===== config.mk =====
export PLATFORM = sky130hd
export DESIGN_NAME = uart_program_loader_flat
export DESIGN_NICKNAME = d
export VERILOG_FILES = /design/src/rtl/uart_loader_pkg.sv /design/src/rtl/uart_loader_if.sv /design/src/rtl/uart_byte_packer.sv /design/src/rtl/uart_program_loader.sv /design/src/flat_wrapper.sv
export SDC_FILE = /design/constraint.sdc
export NUM_CORES = 1
export LEC_CHECK = 0
export ABC_AREA = 1
export CORE_ASPECT_RATIO = 1.5
export CORE_MARGIN = 4
export CORE_UTILIZATION = 58
export CTS_CLUSTER_SIZE = 20
export DETAILED_ROUTE_END_ITERATION = 8
export PLACE_DENSITY = 0.84
export SLEW_MARGIN = 20
export SYNTH_ARGS = -nofsm -noshare
export SYNTH_HDL_FRONTEND = slang
export SYNTH_SLANG_ARGS = --single-unit

===== constraint.sdc =====
create_clock -name clk -period 5.2 [get_ports clk]
set_input_delay 1.04 -clock clk [delete_from_list [all_inputs] [get_ports clk]]
set_output_delay 1.04 -clock clk [all_outputs]
set_load 0.01 [all_outputs]

===== src/rtl/uart_loader_pkg.sv =====
// Shared types for the UART program loader: FSM state encoding, word type
// and the number of bytes per image word.
package uart_loader_pkg;

    typedef enum logic [2:0] {
        IDLE,
        LEN,
        DATA,
        SUM,
        DONE,
        ERROR
    } loader_state_t;

    localparam int WORD_BYTES = 4;

    typedef logic [31:0] word_t;

endpackage


===== src/rtl/uart_loader_if.sv =====
// Byte-stream input and instruction-memory write port of the program loader.
// The master side is the loader; the slave side is the UART/memory environment.
interface uart_loader_if #(
    parameter int ADDR_WIDTH = 12
);
    import uart_loader_pkg::*;

    logic [7:0]            byte_data;
    logic                  byte_ready;
    logic                  byte_take;
    logic                  mem_we;
    logic [ADDR_WIDTH-1:0] mem_addr;
    word_t                 mem_wdata;

    modport master (
        input  byte_data,
        input  byte_ready,
        output byte_take,
        output mem_we,
        output mem_addr,
        output mem_wdata
    );

    modport slave (
        output byte_data,
        output byte_ready,
        input  byte_take,
        input  mem_we,
        input  mem_addr,
        input  mem_wdata
    );
endinterface


===== src/rtl/uart_byte_packer.sv =====
// Packs big-endian bytes into 32-bit words. The completed word is presented
// combinationally together with word_valid while the 4th byte is accepted, so
// the consumer can register it on the same edge that consumes that byte.
module uart_byte_packer
    import uart_loader_pkg::*;
(
    input  logic       clk,
    input  logic       reset,
    input  logic       clear,
    input  logic       in_valid,
    input  logic [7:0] in_data,
    output word_t      word,
    output logic       word_valid
);
    logic [23:0] shift_q;
    logic [1:0]  cnt_q;

    assign word       = {shift_q, in_data};
    assign word_valid = in_valid && (cnt_q == 2'(WORD_BYTES - 1));

    // Shift in accepted bytes; the byte counter wraps 3->0 on word completion.
    always_ff @(posedge clk) begin
        if (reset || clear) begin
            shift_q <= '0;
            cnt_q   <= '0;
        end else if (in_valid) begin
            shift_q <= word[23:0];
            cnt_q   <= cnt_q + 2'd1;
        end
    end
endmodule


===== src/rtl/uart_program_loader.sv =====
// Loads a program image (length word N, then N big-endian data words) from the
// UART receive stream into instruction memory. Optional feature macro:
// UART_LOADER_CHECKSUM_EN adds a trailing checksum word (sum of data words
// modulo 2**32) that must match for the load to end in DONE.
module uart_program_loader
    import uart_loader_pkg::*;
#(
    parameter int                    ADDR_WIDTH = 12,
    parameter logic [ADDR_WIDTH-1:0] BASE_ADDR  = '0
) (
    input  logic          clk,
    input  logic          reset,
    input  logic          start,
    uart_loader_if.master bus,
    output logic          busy,
    output logic          done,
    output logic          error
);
    localparam logic [32:0] CAPACITY = 33'(1) << ADDR_WIDTH;

    loader_state_t         state_q, state_d;
    word_t                 word;
    logic                  word_valid;
    logic                  accept;
    logic                  last_word;
    logic [ADDR_WIDTH:0]   len_q;
    logic [ADDR_WIDTH:0]   cnt_q;
    logic [ADDR_WIDTH-1:0] addr_q;
    logic                  we_p1;
    word_t                 wdata_p1;
`ifdef UART_LOADER_CHECKSUM_EN
    word_t                 sum_q;
`endif

    assign busy   = (state_q == LEN) || (state_q == DATA) || (state_q == SUM);
    assign done   = (state_q == DONE);
    assign error  = (state_q == ERROR);
    assign accept = bus.byte_ready && busy;

    assign bus.byte_take = accept;
    assign bus.mem_we    = we_p1;
    assign bus.mem_addr  = addr_q;
    assign bus.mem_wdata = wdata_p1;

    // cnt_q counts words already captured, so this word is the Nth one.
    assign last_word = ((cnt_q + (ADDR_WIDTH + 1)'(1)) == len_q);

    // Packer is held clear whenever no load is running, dropping partial words.
    uart_byte_packer u_packer (
        .clk        (clk),
        .reset      (reset),
        .clear      (!busy),
        .in_valid   (accept),
        .in_data    (bus.byte_data),
        .word       (word),
        .word_valid (word_valid)
    );

    // State register.
    always_ff @(posedge clk) begin
        if (reset) state_q <= IDLE;
        else       state_q <= state_d;
    end

    // Next-state logic; IDLE falls straight into LEN so the core boots after reset.
    always_comb begin
        state_d = state_q;
        case (state_q)
            IDLE: state_d = LEN;
            LEN: begin
                if (word_valid) begin
                    if (word == '0)                   state_d = DONE;
                    else if ({1'b0, word} > CAPACITY) state_d = ERROR;
                    else                              state_d = DATA;
                end
            end
            DATA: begin
                if (word_valid && last_word) begin
`ifdef UART_LOADER_CHECKSUM_EN
                    state_d = SUM;
`else
                    state_d = DONE;
`endif
                end
            end
`ifdef UART_LOADER_CHECKSUM_EN
            SUM: begin
                if (word_valid) state_d = (word == sum_q) ? DONE : ERROR;
            end
`endif
            DONE, ERROR: begin
                if (start) state_d = LEN;
            end
            default: state_d = IDLE;
        endcase
    end

    // Length latch, word counter, write stage and address; address advances after each write.
    always_ff @(posedge clk) begin
        if (reset) begin
            len_q    <= '0;
            cnt_q    <= '0;
            addr_q   <= BASE_ADDR;
            we_p1    <= 1'b0;
            wdata_p1 <= '0;
`ifdef UART_LOADER_CHECKSUM_EN
            sum_q    <= '0;
`endif
        end else begin
            we_p1 <= (state_q == DATA) && word_valid;
            if (state_q == LEN && word_valid) len_q <= word[ADDR_WIDTH:0];
            if (state_q == DATA && word_valid) begin
                wdata_p1 <= word;
                cnt_q    <= cnt_q + (ADDR_WIDTH + 1)'(1);
`ifdef UART_LOADER_CHECKSUM_EN
                sum_q    <= sum_q + word;
`endif
            end
            if (!busy) begin
                cnt_q  <= '0;
                addr_q <= BASE_ADDR;
`ifdef UART_LOADER_CHECKSUM_EN
                sum_q  <= '0;
`endif
            end else if (we_p1) begin
                addr_q <= addr_q + ADDR_WIDTH'(1);
            end
        end
    end
endmodule


===== src/flat_wrapper.sv =====
// flat-port wrapper written by rule: the top's interface ports become plain ports
module uart_program_loader_flat import uart_loader_pkg::*;
#(
    parameter int                    ADDR_WIDTH = 12,
    parameter logic [ADDR_WIDTH-1:0] BASE_ADDR  = '0
)
  (clk, reset, start, busy, done, error, bus_byte_data, bus_byte_ready, bus_byte_take, bus_mem_we, bus_mem_addr, bus_mem_wdata);
  uart_loader_if #(.ADDR_WIDTH(ADDR_WIDTH)) bus_i ();
  input  logic clk;
  input  logic reset;
  input  logic start;
  output logic busy;
  output logic done;
  output logic error;
  input wire logic [$bits(bus_i.byte_data)-1:0] bus_byte_data;
  input wire logic [$bits(bus_i.byte_ready)-1:0] bus_byte_ready;
  output wire logic [$bits(bus_i.byte_take)-1:0] bus_byte_take;
  output wire logic [$bits(bus_i.mem_we)-1:0] bus_mem_we;
  output wire logic [$bits(bus_i.mem_addr)-1:0] bus_mem_addr;
  output wire logic [$bits(bus_i.mem_wdata)-1:0] bus_mem_wdata;
  assign bus_i.byte_data = bus_byte_data;
  assign bus_i.byte_ready = bus_byte_ready;
  assign bus_byte_take = bus_i.byte_take;
  assign bus_mem_we = bus_i.mem_we;
  assign bus_mem_addr = bus_i.mem_addr;
  assign bus_mem_wdata = bus_i.mem_wdata;
  uart_program_loader #(.ADDR_WIDTH(ADDR_WIDTH), .BASE_ADDR(BASE_ADDR)) u_core (.clk(clk), .reset(reset), .start(start), .bus(bus_i), .busy(busy), .done(done), .error(error));
endmodule

==> results of run 1 <==
## how the worst min path moves through the flow
stage,depth (start not counted),to,from,slack (ps)
global route,2,u_core.bus.mem_wdata[3],u_core.bus.mem_wdata[3],500
finish,2,u_core.bus.mem_wdata[2],u_core.bus.mem_wdata[2],480
CTS,2,u_core.u_packer.cnt_q[1],u_core.u_packer.cnt_q[1],480
floorplan,2,u_core.len_q[2],u_core.len_q[2],440
detailed placement,2,u_core.bus.mem_wdata[24],u_core.bus.mem_wdata[24],460
global placement,2,u_core.len_q[2],u_core.len_q[2],450
## synthesized netlist by cell type
cell        n  share of area (%)
buf_2       9                1.1
nand3_2     1               0.24
a21oi_1    78                9.2
o21a_1      1               0.18
o21ai_0    64                7.5
a21oi_2     2               0.41
nand3b_1    5               0.88
nor2_4      2               0.53
ha_1        3               0.88
nor4_1      2               0.29
nor2_1     53                4.7
xor2_1      1               0.21
nor2_2      2               0.29
nand3_1    27                3.2
xnor2_1     2               0.41
o21bai_2    1               0.27
o211ai_1    1               0.18
inv_2       3               0.27
a211oi_1    8                1.4
inv_1      56                5.0
clkinv_1    1              0.088
nand4_1     8                1.2
nand2_2     5               0.74
a31oi_1     3               0.44
buf_1       2               0.18
clkbuf_1   13                1.1
nor3_1      7               0.83
dfxtp_1   100                 47
mux2i_1     1               0.24
or2_2       1               0.15
nand2_1   122                 11
## where the power goes
part / switching (µW) / internal (µW)
logic: 235 / 114
clock network: 292 / 188
registers: 27.4 / 799
## final cells by class
type | count | area (µm²)
multi-input cells | 400 | 1920
clock inverters | 7 | 67.6
fillers | 551 | 1900
inverters | 60 | 225
well taps | 97 | 121
clock buffers | 9 | 124
flip-flops and latches | 100 | 2000
repair buffers | 64 | 631
## sequential cells by signal, indices dropped and copies added, names as in the netlist
name / count
u_core.bus.mem_wdata: 32
u_core.bus.mem_we: 1
u_core.cnt_q: 13
u_core.bus.mem_addr: 12
u_core.state_q: 3
u_core.u_packer.cnt_q: 2
u_core.u_packer.shift_q: 24
u_core.len_q: 13
## per-layer routing
metal | routed length, µm | part of all wire, %
met5 | 0 | 0
met4 | 346 | 3.3
met3 | 449 | 4.2
met2 | 5460 | 51
met1 | 4380 | 41
## placed cells by master, fill, tap and decap left out, types with 4 or more instances in the layout
cell type        instances
a211oi_1                 8
a21oi_1                 78
buf_4                    4
clkbuf_8                 9
clkdlybuf4s50_1         60
dfxtp_1                100
inv_1                   56
inv_6                    4
nand2_1                122
nand2_2                  5
nand3_1                 27
nand3b_1                 5
nand4_1                  8
nor2_1                  53
nor3_1                   7
o21ai_0                 64
## through the flow
stage	instances	instance area, µm²	power [µW]	utilization (%)
3_3_place_gp	721	4900	1170	70.0
4_1_cts	737	5090	1660	72.8
6_report	737	5090	1650	72.8
3_5_place_dp	721	4900	1180	70.0
2_1_floorplan	584	4250	1070	-
5_1_grt	737	5090	1730	72.8
## critical path, delay by kind of cell
family | cells | cell delay, ps
buffers and inverters | 4 | 1340
and+or+nand+nor | 1 | 80
## logic make-up (layout without fill, tap and decap cells)
logic type / after synthesis / in the layout / synth area share, %
DFF: 100 / 100 / 47.2
AOI/OAI and AO/OA: 158 / 158 / 19.6
muxes: 1 / 1 / 0.236
buffers and inverters: 84 / 140 / 7.69
and+or+nand+nor: 235 / 235 / 23.8
xor gates and xnor gates: 3 / 3 / 0.619
adders and majority gates: 3 / 3 / 0.884
==> results.toml, run 1 <==
[logic_synthesis]
ys_ff_latch = 100
avgSynthCellArea_um2 = 7.27
synth.distinct_cells = 31
syn_area_um2 = 4250
synthesis.nets = 599
syn_inst = 584
seq_area_frac_synth_pct = 47.2
yosys_warnings = 0

[layout]
diodes = 0
area_growth_pct = 19.8
drive_above_1_share_pct = 5.78
layout.nets = 650

[timing]
worst_pin_slew_ps = 920
setup_viol = 0
finalSetupTns_ps = 0
period_share_pct = 67.4
fmax_mhz = 285
slew_headroom_pct = 38.7
fin_hold_ws_ps = 476
hold_viol = 0
finClkSkew_ps = 13.3
setup_ws_ps = 1700
finalCriticalPeriod_ps = 3500
maxSlewViolCount = 0
rsz0062_at_grt = "no"

[floorplanning]
start_util_pct = 60.7
dieArea_um2 = 8780
die-width_um = 77.9
die_h_um = 113
io_pins = 61
row_count = 37
design.core.area_um2 = 6990

[grt]
grt-busiest-layer = "met2"
gr-usage-met1_pct = 28.4
grt.met2_usage_pct = 44.8
antenna_found_initial = 0
grtUsageMet3_pct = 4.38
grt_usage_pct = 25.1
grt_pass1_vias = 4006
grt_pass1_wl_mm = 18.0
grt_start_max_net_pins = 65
overflow = 0

[power_and_ir_drop]
power_leakage_uw = 0.00188
peakVddDrop_uv = 226
power_density_nw_per_um2 = 325

[clock_network]
clk_latency_ps = 370
root_buffer = "clkbuf_8"
numCtsBuffers = 9
ctsHoldBuffers = 0
cts_buffer_depth = 2
post_cts_buffers = 0
cts.clk_slew.worst_paths_ps = 100
cts-resized-gates = 0
h-tree-depth = 3
cts_tree = "built"
cts.sinks = 100

[route]
initialDrtViolationCount = 254
viasPerCell = 5.41
vias = 3984
drc = 0
dr.pass1.iters = 5
ant_nets = 0
wire_per_inst_um = 14.4
finalWirelength_mm = 10.6

[setup_path]
worstPathRequired_ps = 4160
cp_slowest_cell = "clkdlybuf4s50_1"
crit_end = "bus_byte_take"
reg2reg_slack_ps = 2410
r2r_start = "u_core.state_q[0]"
critical-path-top-cell-by-count = "clkdlybuf4s50_1"
critPathLaunch = "bus_byte_ready"
setup.worst_path.class = "primary input to primary output"
startpoint_type = "primary input"
crit_fanout = 21
worstPathArrival_ps = 2460
reg2regPathDepth = 10
rr_endpoint = "u_core.cnt_q[11]"
cp_cell_sequence = "clkdlybuf4s50_1 -> nand3_1 -> buf_4 -> inv_1 -> clkdlybuf4s50_1"
max_stage_delay_ps = 540
crit_path_end_kind = "primary output"

[placement]
io_buffers = 60
hpwl_mm = 7.64
place_congestion = 0.913
pre_cts_slack_ps = 1470

[worst_hold_path]
worstHoldPathType = "flop to flop"

[status]
status = "complete, no violations"

[run]
cap_viol_max_count = 0
(Power assumes the default switching activity.)
==> inputs of run 2 (changes only) <==
--- a/config.mk
+++ b/config.mk
@@ -8,10 +8,10 @@
 export ABC_AREA = 1
 export CORE_ASPECT_RATIO = 1.5
 export CORE_MARGIN = 4
-export CORE_UTILIZATION = 58
+export CORE_UTILIZATION = 54
 export CTS_CLUSTER_SIZE = 20
 export DETAILED_ROUTE_END_ITERATION = 8
-export PLACE_DENSITY = 0.84
+export PLACE_DENSITY = 0.79
 export SLEW_MARGIN = 20
 export SYNTH_ARGS = -nofsm -noshare
 export SYNTH_HDL_FRONTEND = slang
==> constraint.sdc (replaced) <==
create_clock -name clk -period 3.55 [get_ports clk]
set_input_delay 0.71 -clock clk [delete_from_list [all_inputs] [get_ports clk]]
set_output_delay 0.71 -clock clk [all_outputs]
set_load 0.01 [all_outputs]
==> run 2 against run 1 <==
- combinational power up 44%
- first-iteration DRC count down 30%
- core utilization down 4.5 points
- die area up 6.8%
- clock-buffer cell count up 4
- cell area up 2.9%
- critical path depth down 1
- largest power group unchanged
==> results.toml, run 2 (same netlist as run 1, synthesis figures left out) <==
[setup_path]
worstPathRequired_ps = 2840
cp_slowest_cell = "clkdlybuf4s50_1"
max_stage_delay_ps = 560
cp_cell_sequence = "clkdlybuf4s50_1 -> nand3_1 -> inv_1 -> clkdlybuf4s50_1"
worstPathArrival_ps = 2050
critical-path-top-cell-by-count = "clkdlybuf4s50_1"
setup.worst_path.class = "primary input to primary output"
crit_fanout = 4
startpoint_type = "primary input"
crit_path_end_kind = "primary output"

[timing]
maxSlewViolCount = 0
worst_pin_slew_ps = 710
finalCriticalPeriod_ps = 2760
rsz0062_at_grt = "no"
setup_viol = 0
finClkSkew_ps = 5.45
hold_viol = 0
finalSetupTns_ps = 0
period_share_pct = 77.7
fmax_mhz = 363
setup_ws_ps = 791
slew_headroom_pct = 52.6

[floorplanning]
design.core.area_um2 = 7660
row_count = 39
dieArea_um2 = 9370
io_pins = 61
die_h_um = 117
die-width_um = 80.4
start_util_pct = 55.4

[route]
drc = 0
wire_per_inst_um = 14.1
dr.pass1.iters = 5
viasPerCell = 5.42
initialDrtViolationCount = 177
vias = 4029
finalWirelength_mm = 10.5
ant_nets = 0

[run]
cap_viol_max_count = 0

[grt]
grt_usage_pct = 23.5
overflow = 0
grt_pass1_vias = 3682
grt_pass1_wl_mm = 17.3
antenna_found_initial = 0
grt_start_max_net_pins = 42

[power_and_ir_drop]
power_frac_seq_pct = 44.7
switchingPower_uw = 782
clkPwrFrac_pct = 36.7
peakVddDrop_uv = 455
power_density_nw_per_um2 = 517
power_leakage_uw = 0.00194
power.total_uw = 2710
swShare_pct = 28.9
internal_power_uw = 1920
combinationalPowerShare_pct = 18.6

[clock_network]
root_buffer = "clkbuf_16"
post_cts_buffers = 0
h-tree-depth = 3
cts.sinks = 100
cts.clk_slew.worst_paths_ps = 60
numCtsBuffers = 9
cts_tree = "built"
cts_buffer_depth = 2
ctsHoldBuffers = 0
clk_latency_ps = 340
cts-resized-gates = 0

[layout]
drive_above_1_share_pct = 5.76
layout.nets = 652
postLayoutCoreUtil_pct = 68.3
largest_reg_flops = 32
final_cell_mix = "nand2_1 (122), dfxtp_1 (100), a21oi_1 (78), o21ai_0 (64), clkdlybuf4s50_1 (60)"
diodes = 0
area_growth_pct = 23.3
mostFrequentLayoutCell = "nand2_1"
design_area_um2 = 5230

[worst_hold_path]
worstHoldPathType = "flop to flop"

[placement]
hpwl_mm = 7.53
io_buffers = 60
pre_cts_slack_ps = 797
placed_cell_area_um2 = 4930
place_congestion = 0.869

[status]
status = "complete, no violations"
-- run 2: cell type report --
class                      count  area [µm²]
clock buffer                  13         260
clock inverter                 3        43.8
fill                         671        2430
inverter                      60         225
multi-input combinational    400        1920
sequential                   100        2000
tap                          102         128
timing repair buffer          66         658
-- run 2: routing by layer --
layer | GRT usage [%] | vias up | wire length [µm]
li1 | - | 2036 | -
met1 | 27.2 | 1868 | 4250
met2 | 41.6 | 95 | 5490
met3 | 3.01 | 30 | 355
met4 | 13.0 | 0 | 424
met5 | 0 | - | 0
-- run 2: worst paths after layout --
path | from | endpoint | slack, ps | depth (start not counted)
worst max-delay path | bus_byte_ready | bus_byte_take | 790 | 4
worst min-delay path | u_core.bus.mem_wdata[27] | u_core.bus.mem_wdata[27] | 470 | 2
worst max register to register | u_core.cnt_q[0] | u_core.state_q[1] | 1520 | 16
worst min register to register | u_core.bus.mem_wdata[27] | u_core.bus.mem_wdata[27] | 470 | 2
-- run 2: stage by stage --
step                      hold slack [ps]  cells
final                                 467    744
after global placement                456    728
after CTS                             470    744
after detailed placement              458    728
after global routing                  493    744
after floorplan                       440    584
-- run 2: power groups by stage --
| stage | Sequential (µW) | Combinational [µW] | Clock [µW] |
|---|---|---|---|
| 4_1_cts | 1210 | 505 | 1010 |
| 3_5_place_dp | 1230 | 500 | 0 |
| 2_1_floorplan | 1220 | 348 | 0 |
| 3_3_place_gp | 1230 | 487 | 0 |
| 5_1_grt | 1210 | 561 | 1050 |
| 6_report | 1210 | 502 | 994 |
-- run 2: critical path, delay by kind of cell --
family / cells / cell delay, ps
buffers and inverters: 3 / 1190
and+or+nand+nor: 1 / 150
